File: src/rtl/dsp_sram_arbiter_pkg.sv
// Shared constants for the DSP SRAM arbiter: address decode, widths and ingest defaults.
package dsp_sram_arbiter_pkg;

    localparam int CORE_ADDR_W          = 16;
    localparam int BANK_SEL_BIT         = 15;
    localparam int SRAM_ADDR_LEN        = 12;
    localparam int REG_WORD_LEN         = 16;
    localparam int STARVE_LIMIT_DEFAULT = 8;
    localparam int INGEST_FIFO_DEPTH    = 4;

    // Bank index of a core/ingest address: 0 = bank1, 1 = bank2.
    function automatic logic bank_of(input logic [CORE_ADDR_W-1:0] addr);
        return addr[BANK_SEL_BIT];
    endfunction

endpackage

File: src/rtl/dsp_sram_arbiter_ingest_fifo.sv
// Synchronous ingest write FIFO; exposes every entry address and valid bit so the
// arbiter can detect core accesses that would overtake a queued write.
module dsp_sram_arbiter_ingest_fifo
    import dsp_sram_arbiter_pkg::*;
#(
    parameter  int DEPTH  = INGEST_FIFO_DEPTH,
    parameter  int ADDR_W = SRAM_ADDR_LEN,
    parameter  int DATA_W = REG_WORD_LEN,
    localparam int PTR_W  = $clog2(DEPTH),
    localparam int LVL_W  = PTR_W + 1
) (
    input  logic                              clk,
    input  logic                              rst,
    input  logic                              push,
    input  logic [CORE_ADDR_W-1:0]            push_addr,
    input  logic [DATA_W-1:0]                 push_data,
    input  logic                              pop,
    output logic                              full,
    output logic                              empty,
    output logic [LVL_W-1:0]                  level,
    output logic                              head_bank,
    output logic [ADDR_W-1:0]                 head_addr,
    output logic [DATA_W-1:0]                 head_data,
    output logic [DEPTH-1:0][CORE_ADDR_W-1:0] entry_addr,
    output logic [DEPTH-1:0]                  entry_valid
);

    logic [DEPTH-1:0][CORE_ADDR_W-1:0] addr_mem;
    logic [DEPTH-1:0][DATA_W-1:0]      data_mem;
    logic [DEPTH-1:0]                  valid_q;
    logic [PTR_W:0]                    wr_ptr;
    logic [PTR_W:0]                    rd_ptr;
    logic                              do_push;
    logic                              do_pop;

    // Extra pointer bit distinguishes full from empty when the indices match.
    assign level   = wr_ptr - rd_ptr;
    assign full    = (level == LVL_W'(DEPTH));
    assign empty   = (level == '0);
    assign do_push = push && !full;
    assign do_pop  = pop && !empty;

    assign head_bank   = bank_of(addr_mem[rd_ptr[PTR_W-1:0]]);
    assign head_addr   = addr_mem[rd_ptr[PTR_W-1:0]][ADDR_W-1:0];
    assign head_data   = data_mem[rd_ptr[PTR_W-1:0]];
    assign entry_addr  = addr_mem;
    assign entry_valid = valid_q;

    // NOTE: sequential state uses non-blocking assignments so every register samples pre-edge values.
    always_ff @(posedge clk) begin
        if (rst) begin
            wr_ptr  <= '0;
            rd_ptr  <= '0;
            valid_q <= '0;
        end else begin
            if (do_push) begin
                valid_q[wr_ptr[PTR_W-1:0]] <= 1'b1;
                wr_ptr                     <= wr_ptr + {{PTR_W{1'b0}}, 1'b1};
            end
            if (do_pop) begin
                valid_q[rd_ptr[PTR_W-1:0]] <= 1'b0;
                rd_ptr                     <= rd_ptr + {{PTR_W{1'b0}}, 1'b1};
            end
        end
    end

    // NOTE: payload storage is not reset; valid_q and the pointers alone define what is live.
    always_ff @(posedge clk) begin
        if (do_push) begin
            addr_mem[wr_ptr[PTR_W-1:0]] <= push_addr;
            data_mem[wr_ptr[PTR_W-1:0]] <= push_data;
        end
    end

endmodule

File: src/rtl/dsp_sram_arbiter.sv
// Two-bank DSP SRAM arbiter: core MEM stage has priority, buffered ingest writes
// drain into idle banks, with a starvation guard and a queued-address hazard stall.
module dsp_sram_arbiter
    import dsp_sram_arbiter_pkg::*;
#(
    parameter  int FIFO_DEPTH   = INGEST_FIFO_DEPTH,
    parameter  int STARVE_LIMIT = STARVE_LIMIT_DEFAULT,
    parameter  int ADDR_W       = SRAM_ADDR_LEN,
    parameter  int DATA_W       = REG_WORD_LEN,
    localparam int LVL_W        = $clog2(FIFO_DEPTH) + 1,
    localparam int CNT_W        = $clog2(STARVE_LIMIT + 1)
) (
    input  logic                   clk,
    input  logic                   rst,
    input  logic                   core_req,
    input  logic                   core_we,
    input  logic [CORE_ADDR_W-1:0] core_addr,
    input  logic [DATA_W-1:0]      core_wdata,
    output logic [DATA_W-1:0]      core_rdata,
    output logic                   core_stall,
    input  logic                   in_valid,
    output logic                   in_ready,
    input  logic [CORE_ADDR_W-1:0] in_addr,
    input  logic [DATA_W-1:0]      in_data,
    output logic [ADDR_W-1:0]      b1_addr,
    output logic [ADDR_W-1:0]      b2_addr,
    output logic [DATA_W-1:0]      b1_wdata,
    output logic [DATA_W-1:0]      b2_wdata,
    output logic                   b1_we,
    output logic                   b2_we,
    input  logic [DATA_W-1:0]      b1_rdata,
    input  logic [DATA_W-1:0]      b2_rdata,
    output logic [LVL_W-1:0]       fifo_level
);

    logic                                  full;
    logic                                  empty;
    logic                                  head_valid;
    logic                                  head_bank;
    logic [ADDR_W-1:0]                     head_addr;
    logic [DATA_W-1:0]                     head_data;
    logic [FIFO_DEPTH-1:0][CORE_ADDR_W-1:0] entry_addr;
    logic [FIFO_DEPTH-1:0]                 entry_valid;
    logic                                  push;
    logic                                  pop;
    logic                                  core_bank;
    logic                                  hazard;
    logic                                  starved;
    logic [CNT_W-1:0]                      starve_cnt;
    logic [1:0]                            core_gnt;
    logic [1:0]                            ing_gnt;

    // Registered-only path: in_ready never looks at this cycle's grant.
    assign in_ready   = !full && !rst;
    assign push       = in_valid && in_ready;
    assign pop        = |ing_gnt;
    assign head_valid = !empty;
    assign core_bank  = bank_of(core_addr);
    assign starved    = (starve_cnt == CNT_W'(STARVE_LIMIT));

    dsp_sram_arbiter_ingest_fifo #(
        .DEPTH  (FIFO_DEPTH),
        .ADDR_W (ADDR_W),
        .DATA_W (DATA_W)
    ) u_fifo (
        .clk         (clk),
        .rst         (rst),
        .push        (push),
        .push_addr   (in_addr),
        .push_data   (in_data),
        .pop         (pop),
        .full        (full),
        .empty       (empty),
        .level       (fifo_level),
        .head_bank   (head_bank),
        .head_addr   (head_addr),
        .head_data   (head_data),
        .entry_addr  (entry_addr),
        .entry_valid (entry_valid)
    );

    // NOTE: combinational outputs get a default before any condition so no latch is inferred.
    always_comb begin
        hazard = 1'b0;
        for (int i = 0; i < FIFO_DEPTH; i++) begin
            if (entry_valid[i] && (entry_addr[i] == core_addr)) begin
                hazard = 1'b1;
            end
        end
        hazard = hazard && core_req;
    end

    always_comb begin
        core_gnt = '0;
        ing_gnt  = '0;
        for (int b = 0; b < 2; b++) begin
            if (!rst) begin
                core_gnt[b] = core_req && (core_bank == 1'(b)) && !hazard
                              && !(starved && head_valid && (head_bank == 1'(b)));
                ing_gnt[b]  = head_valid && (head_bank == 1'(b)) && !core_gnt[b];
            end
        end
    end

    assign core_stall = core_req && !rst && !core_gnt[core_bank];
    assign core_rdata = core_bank ? b2_rdata : b1_rdata;

    assign b1_addr  = core_gnt[0] ? core_addr[ADDR_W-1:0] : head_addr;
    assign b1_wdata = core_gnt[0] ? core_wdata : head_data;
    assign b1_we    = core_gnt[0] ? core_we : ing_gnt[0];
    assign b2_addr  = core_gnt[1] ? core_addr[ADDR_W-1:0] : head_addr;
    assign b2_wdata = core_gnt[1] ? core_wdata : head_data;
    assign b2_we    = core_gnt[1] ? core_we : ing_gnt[1];

    // A valid head that is not popped this cycle was blocked by the core.
    always_ff @(posedge clk) begin
        if (rst || !head_valid || pop) begin
            starve_cnt <= '0;
        end else if (!starved) begin
            starve_cnt <= starve_cnt + CNT_W'(1);
        end
    end

endmodule

File: config.mk
export PLATFORM = sky130hd
export DESIGN_NAME = dsp_sram_arbiter
export DESIGN_NICKNAME = d
export VERILOG_FILES = /design/src/rtl/dsp_sram_arbiter_pkg.sv /design/src/rtl/dsp_sram_arbiter_ingest_fifo.sv /design/src/rtl/dsp_sram_arbiter.sv
export SDC_FILE = /design/constraint.sdc
export NUM_CORES = 1
export LEC_CHECK = 0
export CAP_MARGIN = 10
export CORE_ASPECT_RATIO = 0.9
export CORE_MARGIN = 1
export CORE_UTILIZATION = 50
export DETAILED_ROUTE_END_ITERATION = 8
export GPL_TIMING_DRIVEN = 0
export PLACE_DENSITY = 0.89
export SLEW_MARGIN = 5
export SYNTH_ARGS = -nofsm -noshare
export SYNTH_HDL_FRONTEND = slang
export SYNTH_HIERARCHICAL = 1
export SYNTH_SLANG_ARGS = --single-unit
File: constraint.sdc
create_clock -name clk -period 4.13 [get_ports clk]
set_input_delay 0.413 -clock clk [delete_from_list [all_inputs] [get_ports clk]]
set_output_delay 0.413 -clock clk [all_outputs]
set_load 0.1 [all_outputs]
==> metrics.md <==
| Metric | Value |
|---|---|
| Std cell rows | about 40 |
| Dominant cells by area after synthesis | edfxtp_1, mux4_2, mux2_4 |
| Tcrit/Tclk final | 0.962 |
| Slew headroom | 0.350 |
| Top cell type's share of synthesized area | 0.518 |
| Worst hold path type | reg2reg |
| Worst Setup End Kind | output pin |
| Pleak | 3.41 nW |
| Pre-CTS WS | -0.436 ns |
| Root buf cell | clkbuf_16 |
| Final hold violation count | 0 |
| Slew Viols, Final | 0 |
| Register area share after synthesis | 0.555 |
| CP Launch Type | flop |
| Worst setup margin | 0.155 ns |
| Peak VDD IR | 0.324 mV |
| Power per cell area | ~440 mW/mm² |
| Area Overhead vs Synth | 30.3% |
| Die Ht | roughly 120 µm |
| CTS H-Tree Depth | 4 |
| Post-Layout Cell Count | approximately 860 |
| Setup violations, final | 0 |
| Layout net count | about 760 |
| Fin util | 0.679 |
| Wire per inst | ~20 µm |
| Area leader, netlist | edfxtp_1 |
| Die span in x | around 130 µm |
| Status | finished, final reports clean |
| CP arrival | 3.56 ns |
| Grt total ovfl | 0 |
| Maxcap violations | 0 |
| IO Port Bufs | 165 |
| Post-Syn Instances | roughly 460 |
| Clock transition at the registers of the reported paths | roughly 0.060 ns |
| Number of synthesized flops with an enable pin | around 130 |
| Worst path required time | 3.72 ns |
| Syn Std Cell Area | 0.00743 mm² |
| Synth Flop Type | edfxtp_1 |
| Cell variety after synth | 47 |
| Clock Latency Late Sink | slightly above 0.4 ns |
| Die area | ~0.015 mm² |
| First-pass GRT wire length | 26800 µm |
| Post-synth ARST share | 0 |
| Io pins | 180 |
| CTS tree | built |
| Total number of vias | around 4700 |
| Synthesized area per cell | ~16 µm² |
| Most frequent cells in the layout | edfxtp_1, clkdlybuf4s50_1, buf_2 |
| Worst Clk Skew | approximately 0.006 ns |
| Commonest non-fill, non-tap cell in the layout | edfxtp_1 |
| Vias in the first global route | a little under 5000 |
| Dpl hpwl | approximately 13000 µm |
| GRT Total Usage | 0.241 |
| Layout cell share with drive strength beyond 1 | 0.351 |
| Number of buffers created by CTS | 17 |
| Worst Max-Slew Pin Slew | roughly 0.97 ns |
| Routability cong. | a little over 0.8 |
| DRT Pass-1 Iters | 4 |
| RSZ-0062 raised after global routing | no |
| Syn_nets | between 500 and 600 |
| Critical path type | reg2out |
| Vias per Instance | roughly 5.5 |
| Initial Util | 0.521 |
| Placeable Area | 0.0143 mm² |
| Tmin final | 3.97 ns |
| Final ANT Viol Nets | 0 |
| Cell Count Post-Placement | ~820 |
| Initial DRC count | 260 |
| Post-Route WL | about 18000 µm |
| Critical path peak fanout | 10 |
| CTS sink cnt | between 100 and 150 |
| Antenna violations before repair | 1 |
| Synth warn | 6 |
| Buffer depth of the longest clock path | 2 |
| Seq cells post-synth | between 100 and 150 |
| Largest net degree at the start of global routing | 33 |
| DRC viols | 0 |
| Max frequency | between 200 and 300 MHz |
-- what timing repair did --
item,in CTS,in global routing
setup endpoints to repair,59,54
buffers inserted,1,0
hold buffers,0,0
gates resized for setup,225,74
-- registers in the layout, indices dropped and copies added, names as in the netlist --
name and cells:
starve_cnt 4, u_fifo/rd_ptr 3, u_fifo/entry_valid 4, u_fifo/wr_ptr 3, u_fifo/data_mem 64, u_fifo/entry_addr 64
-- metrics by stage --
step	total power, mW	TNS [ns]	cell area (µm²)	hold slack [ns]
after floorplan	2.57	0	7430	0.446
after global placement	2.87	-15.95	9320	0.470
after detailed placement	2.89	-19.14	9360	0.473
after CTS	4.29	0	9870	0.481
after global routing	4.37	0	9680	0.531
final	4.25	0	9680	0.484
-- layout make-up --
| cell class | instances | area, µm² |
|---|---|---|
| Fill cell | 1009 | 4580 |
| Sequential cell | 142 | 4120 |
| Multi-Input combinational cell | 274 | 3020 |
| Timing Repair Buffer | 167 | 1440 |
| Clock buffer | 20 | 437 |
| Tap cell | 193 | 241 |
| Buffer | 29 | 230 |
| Clock inverter | 12 | 120 |
| Inverter | 17 | 66.3 |
| Antenna cell | 1 | 2.50 |
-- per-layer routing --
layer,up-vias,global-route usage,wire [µm]
met3,21,0.0650,1390
met1,2320,0.286,6880
met2,210,0.420,9050
met4,0,0.0754,263
li1,2124,-,-
met5,-,0,0
-- critical path, stage by stage (launching register included) --
cell and delay, ns:
dfxtp_1 0.39, inv_1 0.11, ha_1 0.23, fa_1 0.39
xnor3_2 0.27, inv_4 0.06, nor2_4 0.20, nor2_1 0.10
a21boi_1 0.22, and3_1 0.20, buf_6 0.20, buf_12 0.18
mux2_4 0.30, buf_2 0.29
-- synth_stat cells, types with 2 or more instances --
cell / n
edfxtp_1: 128
xnor2_1: 50
mux2_4: 41
mux2_2: 35
mux4_2: 29
xor2_1: 18
inv_1: 16
nor2_1: 15
dfxtp_1: 14
nand2_1: 13
nand4_1: 12
buf_2: 11
ha_1: 11
nor4_2: 5
buf_12: 4
buf_6: 4
nand3_1: 4
nor4_1: 4
a221oi_1: 3
and2_1: 3
buf_1: 3
buf_4: 3
clkbuf_1: 3
nor2b_1: 3
nor3_1: 3
o211ai_1: 3
a21oi_1: 2
and3_1: 2
mux2i_1: 2
-- path summary, 6_finish.rpt --
path / from / to / slack, ns / cells past startpoint
max: u_fifo/wr_ptr[0] / b2_addr[9] / 0.16 / 13
min: u_fifo/entry_valid[1] / u_fifo/entry_valid[1] / 0.48 / 2
min reg2reg: u_fifo/entry_valid[1] / u_fifo/entry_valid[1] / 0.48 / 2
max reg2reg: u_fifo/wr_ptr[0] / u_fifo/wr_ptr[2] / 0.84 / 12
-- where the power goes --
group / switching (mW) / internal, mW / total [mW]
clock: 0.554 / 0.881 / 1.43
combinational: 0.837 / 0.342 / 1.18
sequential: 0.0193 / 1.61 / 1.63
total: 1.41 / 2.84 / 4.25
-- cells by family after synthesis --
family                   count (synthesis)  share of synthesized area
multiplexers                           108                      0.228
flip-flops                             142                      0.555
XOR/XNOR                                69                     0.0834
AO/OA/AOI/OAI                           16                     0.0187
AND/OR/NAND/NOR                         69                     0.0534
adder cells (fa/ha/maj)                 12                     0.0212
buffers and inverters                   46                     0.0399
(Power assumes the default switching activity.)
